**src/rtl/spart_pkg.sv**
```systemverilog
// Shared types and constants for the SPART serial port blocks.
package spart_pkg;

  localparam int unsigned SPART_OVS_DEFAULT = 16;
  localparam int unsigned SPART_DATA_BITS   = 8;

  typedef enum logic [1:0] {
    IDLE,
    START,
    DATA,
    STOP
  } rx_state_e;

endpackage

```
**src/rtl/spart_rx_if.sv**
```systemverilog
// Pin-side and bus-side signals of the SPART receive datapath.
interface spart_rx_if;
  import spart_pkg::*;

  logic                       rxd;
  logic                       baud_en16;
  logic                       rd_strobe;
  logic [SPART_DATA_BITS-1:0] rx_data;
  logic                       rda;
  logic                       framing_err;
  logic                       overrun;

  modport master (
    output rxd, baud_en16, rd_strobe,
    input  rx_data, rda, framing_err, overrun
  );

  modport slave (
    input  rxd, baud_en16, rd_strobe,
    output rx_data, rda, framing_err, overrun
  );

endinterface

```
**src/rtl/spart_sync.sv**
```systemverilog
// N-flop synchronizer for asynchronous inputs; resets to the idle-high level.
module spart_sync #(
  parameter int unsigned STAGES = 2
) (
  input  logic clk,
  input  logic rst,
  input  logic d,
  output logic q
);

  logic [STAGES-1:0] ff;

  always_ff @(posedge clk) begin
    if (!rst) ff <= '1;
    else      ff <= {ff[STAGES-2:0], d};
  end

  assign q = ff[STAGES-1];

endmodule

```
**src/rtl/spart_rx.sv**
```systemverilog
// SPART 8N1 receiver: oversampled start/data/stop recovery with one-byte
// buffer and ready / framing-error / overrun status.
module spart_rx
  import spart_pkg::*;
#(
  parameter int unsigned OVS         = SPART_OVS_DEFAULT,
  parameter int unsigned SYNC_STAGES = 2
) (
  input  logic        clk,
  input  logic        rst,
  spart_rx_if.slave   bus
);

  localparam int unsigned TW = $clog2(OVS);
  localparam int unsigned BW = $clog2(SPART_DATA_BITS);
  localparam logic [TW-1:0] TICK_LAST = TW'(OVS - 1);
  localparam logic [TW-1:0] TICK_MID  = TW'(OVS / 2 - 1);
  localparam logic [BW-1:0] BIT_LAST  = BW'(SPART_DATA_BITS - 1);

  rx_state_e                  state;
  logic [TW-1:0]              tick_cnt;
  logic [BW-1:0]              bit_cnt;
  logic [SPART_DATA_BITS-1:0] shreg;
  logic                       rxs;
  logic                       load;

  spart_sync #(.STAGES(SYNC_STAGES)) u_sync (
    .clk (clk),
    .rst (rst),
    .d   (bus.rxd),
    .q   (rxs)
  );

  assign load = bus.baud_en16 && (state == STOP) && (tick_cnt == TICK_LAST);

  always_ff @(posedge clk) begin
    if (!rst) begin
      state           <= IDLE;
      tick_cnt        <= '0;
      bit_cnt         <= '0;
      shreg           <= '0;
      bus.rx_data     <= '0;
      bus.rda         <= 1'b0;
      bus.framing_err <= 1'b0;
      bus.overrun     <= 1'b0;
    end else begin
      if (bus.baud_en16) begin
        case (state)
          IDLE: begin
            if (!rxs) begin
              state    <= START;
              tick_cnt <= '0;
            end
          end
          START: begin
            if (tick_cnt == TICK_MID) begin
              tick_cnt <= '0;
              bit_cnt  <= '0;
              state    <= rxs ? IDLE : DATA;
            end else begin
              tick_cnt <= tick_cnt + 1'b1;
            end
          end
          DATA: begin
            if (tick_cnt == TICK_LAST) begin
              shreg    <= {rxs, shreg[SPART_DATA_BITS-1:1]};
              tick_cnt <= '0;
              bit_cnt  <= bit_cnt + 1'b1;
              if (bit_cnt == BIT_LAST) state <= STOP;
            end else begin
              tick_cnt <= tick_cnt + 1'b1;
            end
          end
          STOP: begin
            if (tick_cnt == TICK_LAST) begin
              tick_cnt <= '0;
              state    <= IDLE;
            end else begin
              tick_cnt <= tick_cnt + 1'b1;
            end
          end
          default: state <= IDLE;
        endcase
      end

      // A load coinciding with a CPU read keeps rda set and discards any overrun.
      if (load) begin
        bus.rx_data     <= shreg;
        bus.rda         <= 1'b1;
        bus.framing_err <= ~rxs;
        bus.overrun     <= bus.rd_strobe ? 1'b0 : (bus.overrun | bus.rda);
      end else if (bus.rd_strobe) begin
        bus.rda     <= 1'b0;
        bus.overrun <= 1'b0;
      end
    end
  end

endmodule

```
**src/flat_wrapper.sv**
```systemverilog
// flat-port wrapper written by rule: the top's interface ports become plain ports
module spart_rx_flat import spart_pkg::*;
#(
  parameter int unsigned OVS         = SPART_OVS_DEFAULT,
  parameter int unsigned SYNC_STAGES = 2
)
  (clk, rst, bus_rxd, bus_baud_en16, bus_rd_strobe, bus_rx_data, bus_rda, bus_framing_err, bus_overrun);
  spart_rx_if bus_i ();
  input  logic clk;
  input  logic rst;
  input wire logic [$bits(bus_i.rxd)-1:0] bus_rxd;
  input wire logic [$bits(bus_i.baud_en16)-1:0] bus_baud_en16;
  input wire logic [$bits(bus_i.rd_strobe)-1:0] bus_rd_strobe;
  output wire logic [$bits(bus_i.rx_data)-1:0] bus_rx_data;
  output wire logic [$bits(bus_i.rda)-1:0] bus_rda;
  output wire logic [$bits(bus_i.framing_err)-1:0] bus_framing_err;
  output wire logic [$bits(bus_i.overrun)-1:0] bus_overrun;
  assign bus_i.rxd = bus_rxd;
  assign bus_i.baud_en16 = bus_baud_en16;
  assign bus_i.rd_strobe = bus_rd_strobe;
  assign bus_rx_data = bus_i.rx_data;
  assign bus_rda = bus_i.rda;
  assign bus_framing_err = bus_i.framing_err;
  assign bus_overrun = bus_i.overrun;
  spart_rx #(.OVS(OVS), .SYNC_STAGES(SYNC_STAGES)) u_core (.clk(clk), .rst(rst), .bus(bus_i));
endmodule
```
**config.mk**
```make
export PLATFORM = sky130hd
export DESIGN_NAME = spart_rx_flat
export DESIGN_NICKNAME = d
export VERILOG_FILES = /design/src/rtl/spart_pkg.sv /design/src/rtl/spart_rx_if.sv /design/src/rtl/spart_sync.sv /design/src/rtl/spart_rx.sv /design/src/flat_wrapper.sv
export SDC_FILE = /design/constraint.sdc
export NUM_CORES = 1
export LEC_CHECK = 0
export CAP_MARGIN = 15
export CORE_ASPECT_RATIO = 0.8
export CORE_MARGIN = 2
export CORE_UTILIZATION = 58
export DETAILED_ROUTE_END_ITERATION = 8
export HOLD_SLACK_MARGIN = 0.12
export PLACE_DENSITY = 0.81
export SETUP_SLACK_MARGIN = 0.15
export SLEW_MARGIN = 20
export SYNTH_ARGS = -nofsm -noshare
export SYNTH_HDL_FRONTEND = slang
export SYNTH_SLANG_ARGS = --single-unit
```
**constraint.sdc**
```tcl
create_clock -name clk -period 2.8 [get_ports clk]
set_input_delay 0.56 -clock clk [delete_from_list [all_inputs] [get_ports clk]]
set_output_delay 0.56 -clock clk [all_outputs]
set_load 0.005 [all_outputs]
```
======== Word-level counts from Yosys, hierarchy flattened ========
Index checks and enable logic that the tools add are counted.
storage, ports and cells
  bits in registers ....................... 30
  input bits .............................. 5
  output and inout bits ................... 11
  logic and storage cells ................. 52
operators by class
  add/subtract/negate cells ............... 2
  equality and inequality tests ........... 11
  muxes and demuxes ....................... 18
  bitwise gates (word level) .............. 2
  reductions and logical operators ........ 10
operators by type and width
  kind                                                                      number
  2-bit two-way mux                                                         6
  4-bit two-way mux                                                         3
  4-bit one-hot mux with 3 select lines                                     1
  2-bit one-hot mux with 4 select lines                                     1
  3-bit two-way mux                                                         2
  2-bit by 1-bit inequality test with 1-bit output (second input constant)  3
  3-bit one-hot mux with 2 select lines                                     1
  6-bit AND reduction                                                       1
  4-bit by 1-bit adder with 4-bit output (second input constant)            1
  2-bit == test (second input constant)                                     2
  4-bit by 3-bit == test with 1-bit output (second input constant)          1
  4-bit == test (second input constant)                                     1
  1-bit two-way mux                                                         4
  2-bit inequality test (second input constant)                             2
  4-bit AND reduction                                                       1
  2-bit nonzero test                                                        2
  3-bit by 1-bit adder with 3-bit output (second input constant)            1
  3-bit == test (second input constant)                                     1
  3-bit AND reduction                                                       1
  2-bit by 1-bit == test with 1-bit output (second input constant)          1
  1-bit logical AND                                                         2
  2-bit zero test                                                           1
  2-bit AND reduction                                                       1
  2-bit OR reduction                                                        1
  2 further kinds                                                           2

======== Longest topological paths before layout ========
  depth after elaboration ................. 4
  mapped depth ............................ 6
  gate-level depth less buffers ........... 5

======== Hierarchy ========
A second synthesis with hierarchy kept.
unflattened totals
  cell total of the unflattened synthesis .. 128
  area total of the unflattened synthesis .. 1268.7 um^2
by module, submodules not included
  module      instances  cells an instance  area each (um^2)  seq. area each (um^2)
  spart_rx    1          124                1216.2            560.5
  spart_sync  1          4                  52.6              40.0

======== Worst setup path before layout ========
OpenSTA, ideal clock, no wires.
  path type ............................... register to register
  from .................................... reg u_core.tick_cnt[0]
  to ...................................... reg u_core.bit_cnt[0]
  setup time .............................. 128 ps
  data arrival time ....................... 1229 ps
  required time ........................... 2672 ps
  setup slack ............................. 1443 ps
  cell stages (with the launch flop) ...... 7
  path buffers ............................ 2
  clock period less this slack ............ 1357 ps
  path through ............................ dfxtp_1 ha_1 buf_2 nand4_1 buf_2 o31ai_1 a211oi_2
between the ends
  cells in the longest elaborated chain, start to end .. 3
  elaborated cells between the ends (all ways) .. 5
  classes of those cells .................. eq/ne (4); reduce/logical (1)
RTL lines
  element                                                                    RTL line                        text
  start: declaration                                                         spart_rx.sv:21                  logic [TW-1:0] tick_cnt;
  start signal: assignment                                                   spart_rx.sv:61                  tick_cnt <= tick_cnt + 1'b1;
  start signal: assignment                                                   spart_rx.sv:71                  tick_cnt <= tick_cnt + 1'b1;
  start signal: assignment                                                   spart_rx.sv:79                  tick_cnt <= tick_cnt + 1'b1;
  4-bit == test or 4-bit by 3-bit == test with 1-bit output (tied branches)  spart_rx.sv:65, spart_rx.sv:56
  2-bit by 1-bit inequality test with 1-bit output (no line)                 -
  4-bit AND reduction (no line) *                                            -
  end signal: assignment                                                     spart_rx.sv:68                  bit_cnt <= bit_cnt + 1'b1;
  end: declaration                                                           spart_rx.sv:22                  logic [BW-1:0] bit_cnt;
Mark *: on every way between the ends. The rest lies on a longest branch, timed or not.
A chain may end at the register's enable or synchronous reset.

======== Worst setup path after layout ========
  from .................................... in bus_baud_en16
  to ...................................... reg u_core.bus.rx_data[4]
between the ends
  cells in the longest elaborated chain, start to end .. 2
RTL lines
  element                          RTL line            text
  start: declaration               flat_wrapper.sv:12  input wire logic [$bits(bus_i.baud_en16)-1:0] bus_baud_en16;
  1-bit logical AND (2 in series)  spart_rx.sv:34      assign load = bus.baud_en16 && (state == STOP) && (tick_cnt == TICK_LAST);
  end signal: assignment           spart_rx.sv:88      bus.rx_data <= shreg;
  end: declaration                 spart_rx_if.sv:20   output rx_data, rda, framing_err, overrun
No other way between the ends.

==> metrics.md <==
| Metric | Value |
|---|---|
| Fin util | 0.672 |
| Status | finished clean |
| Overall die area | 2860 sq um |
| Post-layout min period | roughly 1800 ps |
| Actual transition at the worst max-transition pin | 693 ps |
| Detail Route met2 WL | 1300 um |
| Number of nets with antenna violations after detailed routing | 0 |
| Floorplan Core Area | 2380 sq um |
| Worst IR Drop VDD | slightly below 0.0004 V |
| Average routed wire per standard cell | 14.8 um |
| Hold Path Depth | 1 |
| Weighted congestion at the end of routability-driven global placement | 0.779 |
| Leak pwr | 0.000530 uW |
| Buffering stage count on the worst path with inverters included | 2 |
| Number of cells traversed by the worst register-to-register path | 5 |
| Minimum setup slack among reg-to-reg paths | 1080 ps |
| Element type at the critical path start | input pin |
| Fin cells | 196 |
| Avg Cell Area, Syn | ~8.9 sq um |
| Number of hold buffers added after cts | 0 |
| WL met3 | ~180 um |
| Most frequently used cell type in the post-synthesis netlist | dfxtp_1 |
| Final Hold Vio Count | 0 |
| Detailed placement HPWL | 1910 um |
| Combined area of the multi-input logic cells | 719 sq um |
| H-tree depth | 2 |
| Via count of the routed design | 1,239 |
| Floorplan row count | 16 |
| Clock tree from TritonCTS | built |
| DR vias/cell | roughly 6.3 |
| End of the critical path | u_core.bus.rx_data[4]$_SDFFE_PN0P_ |
| Global-route usage over all layers | 0.214 |
| Kind of capture point of the worst setup path | flop |
| Post-cts repair resize count | 0 |
| Final number of setup-violating endpoints | 0 |
| WP depth | 5 |
| Largest fanout on the critical path | 14 |
| Initial antenna violation count | 0 |
| Storage element area | 601 sq um |
| Mapped cell area | between 1000 and 1500 sq um |
| Fraction of layout cells with a size suffix above 1 | 0.0828 |
| Cell at the root of the clock tree | clkbuf_4 |
| Crit Path Category | input pin to flop |
| Worst Clk Skew | 11.9 ps |
| Hold/Removal Path Class | flop to flop |
| Fillers | 191 |
| Max-cap violations | 0 |
| Required time at the endpoint of the critical path | 3020 ps |
| Post-synthesis xor/xnor area fraction | 0.00617 |
| First-pass GRT wire length | 4530 um |
| Largest cells by area after synthesis | dfxtp_1, a21boi_1, o21ai_0 |
| Cell family contributing the most delay on the critical path | buffers and inverters |
| Synthesized netlist cell count | 160 |
| Pin count of the biggest net entering global routing | 21 |
| DRC | 0 |
| Seq cells post-synth | 30 |
| Top layer in use | met4 |
| Top FF cell, synth | dfxtp_1 |
| Total overflow reported by the global router | 0 |
| Number of iterations in the first detailed-routing pass | 4 |
| Final slew viol count | 0 |
| Area fraction in compound gates after synthesis | 0.294 |
| Combinational family with the most area after synthesis | compound AO/OA/AOI/OAI gates |
| Portion of netlist area occupied by mux cells | 0 |
| Count of inserted antenna diode cells | 0 |
| Port Buffers | 15 |
| Starting density of the core | 0.596 |
| Total routed wirelength | just under 3000 um |
| Share of the cycle needed by the critical path after routing | 0.653 |
| Adder and majority gate portion of the synthesized area | 0.0264 |
| Fmax | ~550 MHz |
| Post-synthesis share of cell area spent on and, or, nand and nor gates | 0.180 |
| Post-layout nets | 176 |
| Warning count from the yosys run | 0 |
| Synthesized net count | approximately 170 |
| Count of flip-flops with a built-in enable after synthesis | 0 |
| Fraction of registers with async set or reset after synthesis | 0 |
| Leading area contributor after synthesis | dfxtp_1 |
| Max transition margin | 0.537 |
| TNS Setup | 0 ps |
| Source of the critical timing path | bus_baud_en16 |
| Critical-path cell with the highest stage delay | clkdlybuf4s50_1 |
| Total CTS buffers | 5 |
| Die W | 59.3 um |
| Clock transition at the registers of the reported paths | 90 ps |
| Post-CTS Repair Setup Buffers | 0 |
| Die H | 48.3 um |
| Wire length on met1 | about 1400 um |
| FF-to-FF End | u_core.bus.rx_data[4]$_SDFFE_PN0P_ |
| Cell types with the highest counts after synthesis | dfxtp_1, o21ai_0, nand3_1 |
| Worst R2R Start | u_core.tick_cnt[0]$_SDFFE_PN0P_ |
| Maximum clock insertion buffer count | 2 |
| Number of global-route vias before repair | 1,005 |
| Unrepaired setup endpoints after global routing | no |
| P per Cell Area | 458 nW/um^2 |
| Synth cell types | 37 |
| Worst path cell trace | clkdlybuf4s50_1 > nand4_1 > buf_4 > o21ai_0 > a21boi_1 |
| Io pins | 16 |
| Seq/Total Area, Yosys | 0.423 |
| Clock sink count | 30 |
| Post-Place Cells | 188 |
| Syn-to-layout area delta | 12.8% |
| Clock insertion delay at the later pin of the skew report | 330 ps |
| Number of design-rule violations left by the first detailed-router iteration | 49 |
| Biggest cell delay along the critical path | ~600 ps |
| Area fraction of the dominant cell type after synthesis | 0.423 |
| Data arrival time at the worst-slack endpoint | ~2000 ps |
## routing by layer
layer,vias to the layer above,track usage
met2,45,0.321
met4,0,0.0864
li1,602,-
met1,587,0.291
met5,-,0
met3,5,0.0637
## worst register-to-register path, cell delays in order (launching register included)
cell	delay (ps)
dfxtp_1	370
ha_1	340
nand4_1	340
buf_4	300
o21ai_0	180
a21boi_1	80
## layout make-up
class,count,share of cell area
Clock buffer,7,0.0344
Clock inverter,1,0.00312
Inverter,4,0.00937
Multi-Input combinational cell,109,0.449
Sequential cell,30,0.375
Tap cell,27,0.0211
Timing Repair Buffer,18,0.108
## layout by cell type (no fill, tap or decap), drive strengths merged
master	instances
dfxtp	30
o21ai	24
a21boi	20
nand3	19
clkdlybuf4s50	15
clkbuf	7
nand2b	4
inv	4
a21oi	4
nand4	3
and2	3
ha	3
buf	3
nor2b	2
o31ai	2
and3	2
nor3b	2
nand3b	2
o211ai	2
o21a	2
and4	1
o41ai	1
a211oi	1
o2111ai	1
o311ai	1
nand2	1
o22ai	1
a31oi	1
or3	1
a2bb2o	1
nor3	1
o221a	1
nand4b	1
a2111oi	1
xor2	1
clkinv	1
## per-stage QoR
stage / hold WS [ps] / instance area (sq um) / setup WS, ps / total power (uW)
final: 427 / 1600 / 972 / 734
after detailed placement: 404 / 1540 / 630 / 474
after CTS: 430 / 1600 / 977 / 736
after global routing: 460 / 1600 / 799 / 761
after global placement: 395 / 1540 / 655 / 474
after floorplan: 386 / 1420 / 1440 / 463
## sequential cells by signal (all words and copies together) (netlist names), named ones only
register / flops
u_core.state: 1
u_core.bus.framing_err: 1
u_core.bus.rda: 1
u_core.u_sync.ff: 2
u_core.tick_cnt: 4
u_core.bit_cnt: 3
u_core.bus.rx_data: 8
u_core.bus.overrun: 1
u_core.shreg: 8
## cells by family after synthesis
logic type	count (synthesis)
AOI/OAI and AO/OA	63
and+or+nand+nor	42
DFF	30
buffers and inverters	21
adders and majority gates	3
xor gates and xnor gates	1
## worst min path at each step
stage                                         from                             end  slack [ps]
detailed placement  u_core.u_sync.ff[0]$_SDFF_PN1_  u_core.u_sync.ff[1]$_SDFF_PN1_         400
global route        u_core.u_sync.ff[0]$_SDFF_PN1_  u_core.u_sync.ff[1]$_SDFF_PN1_         460
CTS                 u_core.u_sync.ff[0]$_SDFF_PN1_  u_core.u_sync.ff[1]$_SDFF_PN1_         430
floorplan           u_core.u_sync.ff[0]$_SDFF_PN1_  u_core.u_sync.ff[1]$_SDFF_PN1_         390
finish              u_core.u_sync.ff[0]$_SDFF_PN1_  u_core.u_sync.ff[1]$_SDFF_PN1_         430
global placement    u_core.u_sync.ff[0]$_SDFF_PN1_  u_core.u_sync.ff[1]$_SDFF_PN1_         400
## where the power goes
| group | leakage, uW | switching (uW) | internal [uW] |
|---|---|---|---|
| Combinational | 0.000252 | 14.1 | 16.3 |
| Clock | 0.0000353 | 148 | 122 |
| Sequential | 0.000242 | 4.98 | 429 |
Note: power is estimated with default switching activity, not from simulation.
